## config.mk

```make
export PLATFORM = sky130hd
export DESIGN_NAME = mer_calc
export DESIGN_NICKNAME = d
export VERILOG_FILES = /design/src/rtl/mer_calc.sv
export SDC_FILE = /design/constraint.sdc
export NUM_CORES = 1
export LEC_CHECK = 0
export ABC_CLOCK_PERIOD_IN_PS = 5320
export CAP_MARGIN = 25
export CORE_MARGIN = 3
export CORE_UTILIZATION = 30
export DETAILED_ROUTE_END_ITERATION = 8
export MAX_ROUTING_LAYER = met4
export PLACE_DENSITY = 0.53
export SYNTH_ARGS = -nofsm -noshare
export SYNTH_HDL_FRONTEND = slang
export SYNTH_SLANG_ARGS = --single-unit
```

## constraint.sdc

```tcl
create_clock -name clk -period 5.32 [get_ports clk]
set_clock_uncertainty 0.1 [all_clocks]
set_input_delay 1.064 -clock clk [delete_from_list [all_inputs] [get_ports clk]]
set_output_delay 1.064 -clock clk [all_outputs]
set_load 0.005 [all_outputs]
```

## src/rtl/mer_calc.sv

```systemverilog
`default_nettype none
// ============================================================================
// Module      : mer_calc
// Description : MER estimator. Restoring divider forms (sig_power<<FRAC_BITS)
//               / err_power, a Mitchell log2 approximation converts the
//               quotient to Q8.8 log2, and a constant multiply (771/256 ~
//               10*log10(2)) scales it to Q8.8 dB.
// Revision    : 1.0 - initial release
// ============================================================================
module mer_calc #(
  parameter int FRAC_BITS = 8
) (
  input  logic        clk,
  input  logic        reset,
  input  logic        clk_en,
  input  logic        start,
  input  logic [17:0] sig_power,
  input  logic [17:0] err_power,
  output logic [15:0] mer_db,
  output logic        mer_valid,
  output logic        busy,
  output logic        div_zero
);

  localparam int QW = 18 + FRAC_BITS;   // quotient / dividend width
  localparam int PW = $clog2(QW);       // leading-one index width
  localparam int CW = $clog2(QW);       // divider step counter width
  localparam logic [CW-1:0] C_CNT_LAST = CW'(QW - 1);

  typedef enum logic [1:0] {
    S_IDLE  = 2'd0,
    S_DIV   = 2'd1,
    S_NORM  = 2'd2,
    S_SCALE = 2'd3
  } state_t;

  state_t        state_q, state_d;
  logic [QW-1:0] n_q, n_d;            // dividend, shifted out MSB first
  logic [17:0]   d_q, d_d;            // divisor
  logic [17:0]   rem_q, rem_d;        // partial remainder (always < divisor)
  logic [QW-1:0] quo_q, quo_d;        // quotient under construction
  logic [CW-1:0] cnt_q, cnt_d;        // quotient bits produced so far
  logic          ez_q, ez_d;          // err_power was zero at acceptance
  logic          qz_q, qz_d;          // quotient had no leading one
  logic [15:0]   l_q, l_d;            // Q8.8 log2 of the quotient ratio
  logic [15:0]   mer_db_q, mer_db_d;
  logic          mer_valid_q, mer_valid_d;
  logic          div_zero_q, div_zero_d;

  logic [18:0]        w_rem_shift;
  logic [18:0]        w_rem_diff;
  logic               w_sub_ok;
  logic [PW-1:0]      w_p;
  logic [7:0]         w_f;
  logic [7:0]         w_pm;
  logic [15:0]        w_l;
  logic signed [26:0] w_prod;
  logic [15:0]        w_mer;

  // Divider step, Mitchell log2 and dB scaling datapath
  always_comb begin
    w_rem_shift = {rem_q, n_q[QW-1]};
    w_rem_diff  = w_rem_shift - {1'b0, d_q};
    w_sub_ok    = (w_rem_shift >= {1'b0, d_q});

    // Highest set bit wins because later iterations overwrite earlier ones
    w_p = '0;
    for (int i = 0; i < QW; i++) begin
      if (quo_q[i]) begin
        w_p = i[PW-1:0];
      end
    end
    // Eight bits directly below the leading one, zero-filled under bit 0
    w_f  = 8'({quo_q, 8'b0} >> w_p);
    // (p - FRAC_BITS)*256 + f is just the byte concatenation in 16 bits
    w_pm = 8'(w_p) - 8'(FRAC_BITS);
    w_l  = {w_pm, w_f};

    w_prod = $signed({{11{l_q[15]}}, l_q}) * 27'sd771 + 27'sd128;
    w_mer  = 16'(w_prod >>> 8);
  end

  // Next-state and register-update logic for the conversion sequence
  always_comb begin
    state_d     = state_q;
    n_d         = n_q;
    d_d         = d_q;
    rem_d       = rem_q;
    quo_d       = quo_q;
    cnt_d       = cnt_q;
    ez_d        = ez_q;
    qz_d        = qz_q;
    l_d         = l_q;
    mer_db_d    = mer_db_q;
    mer_valid_d = 1'b0;
    div_zero_d  = div_zero_q;

    case (state_q)
      S_IDLE: begin
        if (start && clk_en) begin
          n_d     = {sig_power, {FRAC_BITS{1'b0}}};
          d_d     = err_power;
          ez_d    = (err_power == 18'd0);
          rem_d   = '0;
          quo_d   = '0;
          cnt_d   = '0;
          state_d = S_DIV;
        end
      end
      S_DIV: begin
        n_d   = n_q << 1;
        rem_d = w_sub_ok ? 18'(w_rem_diff) : 18'(w_rem_shift);
        quo_d = {quo_q[QW-2:0], w_sub_ok};
        cnt_d = cnt_q + CW'(1);
        if (cnt_q == C_CNT_LAST) begin
          state_d = S_NORM;
        end
      end
      S_NORM: begin
        qz_d    = (quo_q == '0);
        l_d     = w_l;
        state_d = S_SCALE;
      end
      S_SCALE: begin
        mer_valid_d = 1'b1;
        if (ez_q) begin
          mer_db_d   = 16'h7FFF;
          div_zero_d = 1'b1;
        end else if (qz_q) begin
          mer_db_d   = 16'h8000;
          div_zero_d = 1'b0;
        end else begin
          mer_db_d   = w_mer;
          div_zero_d = 1'b0;
        end
        state_d = S_IDLE;
      end
      default: state_d = S_IDLE;
    endcase
  end

  // State and datapath registers with synchronous reset
  always_ff @(posedge clk) begin
    if (reset) begin
      state_q     <= S_IDLE;
      n_q         <= '0;
      d_q         <= '0;
      rem_q       <= '0;
      quo_q       <= '0;
      cnt_q       <= '0;
      ez_q        <= 1'b0;
      qz_q        <= 1'b0;
      l_q         <= '0;
      mer_db_q    <= '0;
      mer_valid_q <= 1'b0;
      div_zero_q  <= 1'b0;
    end else begin
      state_q     <= state_d;
      n_q         <= n_d;
      d_q         <= d_d;
      rem_q       <= rem_d;
      quo_q       <= quo_d;
      cnt_q       <= cnt_d;
      ez_q        <= ez_d;
      qz_q        <= qz_d;
      l_q         <= l_d;
      mer_db_q    <= mer_db_d;
      mer_valid_q <= mer_valid_d;
      div_zero_q  <= div_zero_d;
    end
  end

  assign mer_db    = mer_db_q;
  assign mer_valid = mer_valid_q;
  assign div_zero  = div_zero_q;
  assign busy      = (state_q != S_IDLE);

endmodule
`default_nettype wire

```

# Word level (Yosys, flattened, before mapping)
# Index checks and enable logic that the tools add are counted.
dict set report totals {
  ff_bits 129
  in_bits 40
  out_inout_bits 19
  word_cells 75
}
dict set report op_classes {
  add_sub_neg 4
  mul 1
  n_lt_le_gt_ge 1
  eq_ne 6
  n_shift 1
  muxes 41
  n_reduce_logical 9
}
# cell count
set ops {}
lappend ops {{5-bit two-way mux} 23}
lappend ops {{26-bit one-hot mux with 2 select lines} 2}
lappend ops {{26-bit two-way mux} 2}
lappend ops {{18-bit two-way mux} 2}
lappend ops {{18-bit one-hot mux with 2 select lines} 1}
lappend ops {{34-bit by 5-bit >> shifter with 8-bit output} 1}
lappend ops {{16-bit two-way mux} 2}
lappend ops {{26-bit logical NOT} 1}
lappend ops {{24-bit by 9-bit adder with 24-bit output, second input constant} 1}
lappend ops {{14-bit by 11-bit multiplier with 24-bit output, second input constant} 1}
lappend ops {{19-bit by 18-bit >= comparator with 1-bit output} 1}
lappend ops {{18-bit logical NOT} 1}
lappend ops {{18-bit subtractor} 1}
lappend ops {{5-bit one-hot mux with 2 select lines} 1}
lappend ops {{2-bit two-way mux} 4}
lappend ops {{2-bit one-hot mux with 4 select lines} 1}
lappend ops {{2-bit AND reduction} 3}
lappend ops {{5-bit by 4-bit subtractor with 6-bit output, second input constant} 1}
lappend ops {{5-bit by 1-bit adder with 5-bit output, second input constant} 1}
lappend ops {{5-bit == test, second input constant} 1}
lappend ops {{2-bit == test, second input constant} 2}
lappend ops {{2-bit inequality test, second input constant} 2}
lappend ops {{2-bit nonzero test} 2}
lappend ops {{1-bit two-way mux} 3}
lappend ops {{3 further kinds} 3}

# Depth between registers and ports, before layout
dict set report depth {
  ltp_word 26
  depth_mapped 17
  mapped_depth_nobuf 17
}

# Worst setup path after synthesis
# OpenSTA, ideal clock, no wires.
dict set report synth_timing {
  path_type {reg2reg}
  from {register l_q[5]}
  to {register mer_db_q[15], in the netlist mer_db[15]}
  setup_ns 0.106
  arrival_ns 4.228
  required_time_ns 5.114
  path_slack_ns 0.886
  stages_incl_launch_ff 18
  n_path_buf 0
  synth_period_minus_slack_ns 4.434
  cell_sequence {dfxtp_1 > ha_1 > ha_1 > ha_1 > inv_1 > fa_1 > inv_1 > fa_1 > ha_1 > a21o_1 > a21oi_1 > o21ai_0 > a31o_2 > o41ai_2 > nor2_1 > a2111oi_0 > o31ai_1 > o311ai_0}
}
dict set report synth_between {
  elab_chain_cells 4
}
# item line_no
set synth_rtl {}
lappend synth_rtl {{start, declared} 45} ;# logic [15:0] l_q, l_d;
lappend synth_rtl {{start signal, assigned} 166} ;# l_q <= l_d;
lappend synth_rtl {{14-bit by 11-bit multiplier with 24-bit output} 79} ;# w_prod = $signed({{11{l_q[15]}}, l_q}) * 27'sd771 + 27'sd128;
lappend synth_rtl {{24-bit by 9-bit adder with 24-bit output} 79}
lappend synth_rtl {{16-bit two-way mux} 129} ;# end else if (qz_q) begin
lappend synth_rtl {{16-bit two-way mux} 126} ;# if (ez_q) begin
lappend synth_rtl {{end signal, assigned} 167} ;# mer_db_q <= mer_db_d;
lappend synth_rtl {{end, declared} 46} ;# logic [15:0] mer_db_q, mer_db_d;
# No other way between the ends.
# A chain may end at the register's enable or synchronous reset.

# Final worst setup path
# Same ends and word-level chain as after synthesis.

==> run_results.csv <==
group,metric,value,unit
worst_setup_path,worst_ep_required_time,5.53,ns
sta,fin_hold_ws,0.351,ns
clock_tree,cts_made_buffers,17,
floorplanning,die-area,31200,um2
clock_tree,cts.reportedPaths.clkPinSlew,0.06,ns
final_layout,multi_input_area,5680,um2
grt,grt_start_max_net_pins,65,
floorplanning,die_height,177,um
worst_setup_path,worst_setup_path_start_kind,"register",
sta,rsz0062_at_grt,"false",
sta,final-max-slew-violation-count,0,
floorplanning,rows,61,
power_and_ir_drop,ir_drop,0.255,mV
worst_setup_path,rr_endpoint,"mer_db[15]",
detailed_routing,wl_per_cell,14.0,um
sta,final_period_minus_worst_setup_slack,4.82,ns
worst_setup_path,worstPathArrival,5.03,ns
sta,max_slew.worst_pin.slew,0.946,ns
grt,grt_antenna_before_repair,0,
sta,clock.fmax,207,MHz
power_and_ir_drop,power_density,395,nW/um2
final_layout,post-route-util,35.8,%
final_layout,area_growth,16.0,%
place,numPlacedInstances,1444,
synth,postSynthRegisterBits,121,
worst_hold_path,holdCritPathClass,"register to register",
synth,synth_area,8720,um2
final_layout,ff_latch_area,2420,um2
clock_tree,cts-root-to-sink-buffers,2,
detailed_routing,totalWireLength,20600,um
grt,global_route_wire_length_before_repair,35200,um
synth,yosysTopAreaCellShare,27.8,%
detailed_routing,initialDrtViolationCount,390,
clock_tree,tritoncts_num_sinks,121,
synth,syn_nets,1208,
floorplanning,initial_core_utilization,30.9,%
sta,slew_headroom,36.9,%
clock_tree,cts.repair_timing.setup_buffer_count,0,
detailed_routing,vias_per_cell,4.93,
power_and_ir_drop,p_total,4.00,mW
synth,synth_top_area_cell,"sky130_fd_sc_hd__dfxtp_1",
clock_tree,cts_hold_repair.buffers,0,
final_layout,final_cell_mix,"sky130_fd_sc_hd__nor2_1 (133), sky130_fd_sc_hd__dfxtp_1 (121), sky130_fd_sc_hd__inv_1 (97)",
place,globalplace.congestion,0.903,
worst_setup_path,timing.rr.start,"l_q[5]",
final_layout,fin_nets,1239,
final_layout,drive_gt1_share,6.38,%
grt,global_route.overflow_total,0,
synth,synth_cells,1054,
sta,finalSetupTns,0,ns
synth,sequential_element_share_of_the_synthesized_area,27.8,%
clock_tree,cells_resized_by_post_cts_repair,0,
worst_hold_path,min_to,"d_q[3]",
synth,count_of_flip_flops_with_a_built_in_enable_after_synthesis,0,
worst_hold_path,hold_path_startpoint,"d_q[3]",
clock_tree,cts_tree,"done",
clock_tree,clk_latency,0.41,ns
worst_setup_path,timing.critical_path.fanout_max,4,
place,place.port_buffers,58,
detailed_routing,via_count,7271,
worst_setup_path,timing.reg2reg.setup_slack,0.50,ns
floorplanning,boundaryPins,59,
worst_setup_path,criticalPathCategory,"register to register",
power_and_ir_drop,cellLeakagePower,4.44,nW
grt,first_global_vias,7069,
sta,finalSetupViolations,0,
grt,globalRouteTotalUtil,13.9,%
synth,synth.yosys.warnings,0,
worst_setup_path,ff2ff_path_depth,17,
floorplanning,die_width,177,um
sta,finalHoldViolations,0,
detailed_routing,antenna_left,0,
final_layout,antenna-diode-count,0,
final_layout,layoutNonFillerInstCount,1475,
run_status,run_status,"finished, final reports clean",
sta,post-route-period-util,90.6,%
clock_tree,depth_of_the_cts_h_tree,4,
clock_tree,clk_root_buffer_cell,"sky130_fd_sc_hd__clkbuf_16",
run,cap_violations,0,
detailed_routing,firstDrtPassIters,5,
synth,yosys_most_used_dff,"sky130_fd_sc_hd__dfxtp_1",
synth,netlist-cell-type-count,72,
worst_setup_path,crit_path_end_kind,"register",
synth,synth_async_sr_flop_share,0,%
detailed_routing,post-route-drc-count,0,
synth,syn_area_per_cell,8.28,um2
place,dp.final_hpwl,15500,um
floorplanning,fp.coreArea,28200,um2
final_layout,layout.cells.most_common,"sky130_fd_sc_hd__nor2_1",
worst_hold_path,worst_hold_path.num_cells,2,
synth,ys_top_cells_by_area,"sky130_fd_sc_hd__dfxtp_1 (28%), sky130_fd_sc_hd__ha_1 (13%), sky130_fd_sc_hd__mux2i_1 (7.1%)",
final_layout,fillCellCount,2972,
## flip-flops by register name, indices dropped and copies added, names as in the netlist
signal     flops
cnt_q          5
d_q           18
div_zero       1
ez_q           1
l_q           14
mer_db        16
mer_valid      1
n_q           18
quo_q         26
qz_q           1
rem_q         18
state_q        2
## critical path, cell delays in order, from the launching register on
cell and delay [ns]:
sky130_fd_sc_hd__dfxtp_1 0.33, sky130_fd_sc_hd__ha_1 0.30, sky130_fd_sc_hd__ha_1 0.29, sky130_fd_sc_hd__ha_1 0.30, sky130_fd_sc_hd__inv_1 0.06, sky130_fd_sc_hd__fa_1 0.49
sky130_fd_sc_hd__inv_1 0.05, sky130_fd_sc_hd__fa_1 0.45, sky130_fd_sc_hd__ha_1 0.36, sky130_fd_sc_hd__a21o_1 0.20, sky130_fd_sc_hd__a21oi_1 0.19, sky130_fd_sc_hd__o21ai_0 0.19
sky130_fd_sc_hd__a31o_2 0.31, sky130_fd_sc_hd__o41ai_2 0.34, sky130_fd_sc_hd__nor2_1 0.09, sky130_fd_sc_hd__a2111oi_0 0.42, sky130_fd_sc_hd__o31ai_1 0.14, sky130_fd_sc_hd__o311ai_0 0.12
## cell usage after synthesis (all sizes together), types with 5 or more instances
library cell    n
fa             20
or2             7
a21oi          55
o22ai          12
inv            98
a211oi         28
o21ai          35
nor3           23
mux2i          63
o21a            6
nand4           6
a31oi           8
a21o           12
nand2b         13
dfxtp         121
xnor2          18
mux2            5
nor2b          12
a22oi          31
ha             94
clkbuf         41
o31ai           8
buf            16
xor2           10
nand3          17
and3            5
o21bai          5
o221ai          6
nand2          81
nor2          134
nor4           10
## cell families after synthesis
kind of cell	share of synthesized area, %
compound gates	19.5
buf+inv	7.17
mux	8.02
flops	27.8
simple gates	16.7
xor+xnor	2.81
fa+ha+maj	18.1
## area by class of cell
| class | instances | share of cell area (%) |
|---|---|---|
| clock buffers | 21 | 4.45 |
| flip-flops and latches | 121 | 23.9 |
| well taps | 378 | 4.67 |
| repair buffers | 69 | 6.60 |
| multi-input cells | 778 | 56.2 |
| clock inverters | 10 | 0.544 |
| inverters | 98 | 3.64 |
## through the flow
step                      cell area, um2  worst slack (ns)
after floorplan                     8720             0.886
after global placement              9600             0.631
after detailed placement            9610             0.511
after CTS                          10100             0.479
after global routing               10100             0.147
final                              10100             0.498
## worst max-delay path by stage
stage | start | endpoint
2_1_floorplan | l_q[5] | mer_db[15]
3_3_place_gp | l_q[5] | mer_db[15]
3_5_place_dp | l_q[5] | mer_db[15]
4_1_cts | l_q[5] | mer_db[15]
5_1_grt | l_q[5] | mer_db[15]
6_report | l_q[5] | mer_db[15]
## power by group
group | total (mW) | internal [mW] | switching, mW
sequential | 1.11 | 1.03 | 0.0848
combinational | 1.89 | 0.834 | 1.05
clock | 1.00 | 0.596 | 0.406
## per-layer routing
| layer | track usage, % | wire length, um | vias to the layer above |
|---|---|---|---|
| li1 | - | - | 3766 |
| met1 | 19.4 | 10800 | 3369 |
| met2 | 21.2 | 8910 | 121 |
| met3 | 2.39 | 732 | 15 |
| met4 | 3.14 | 189 | 0 |
| met5 | - | 0 | - |
No activity file was read; power rests on OpenSTA's default activity.
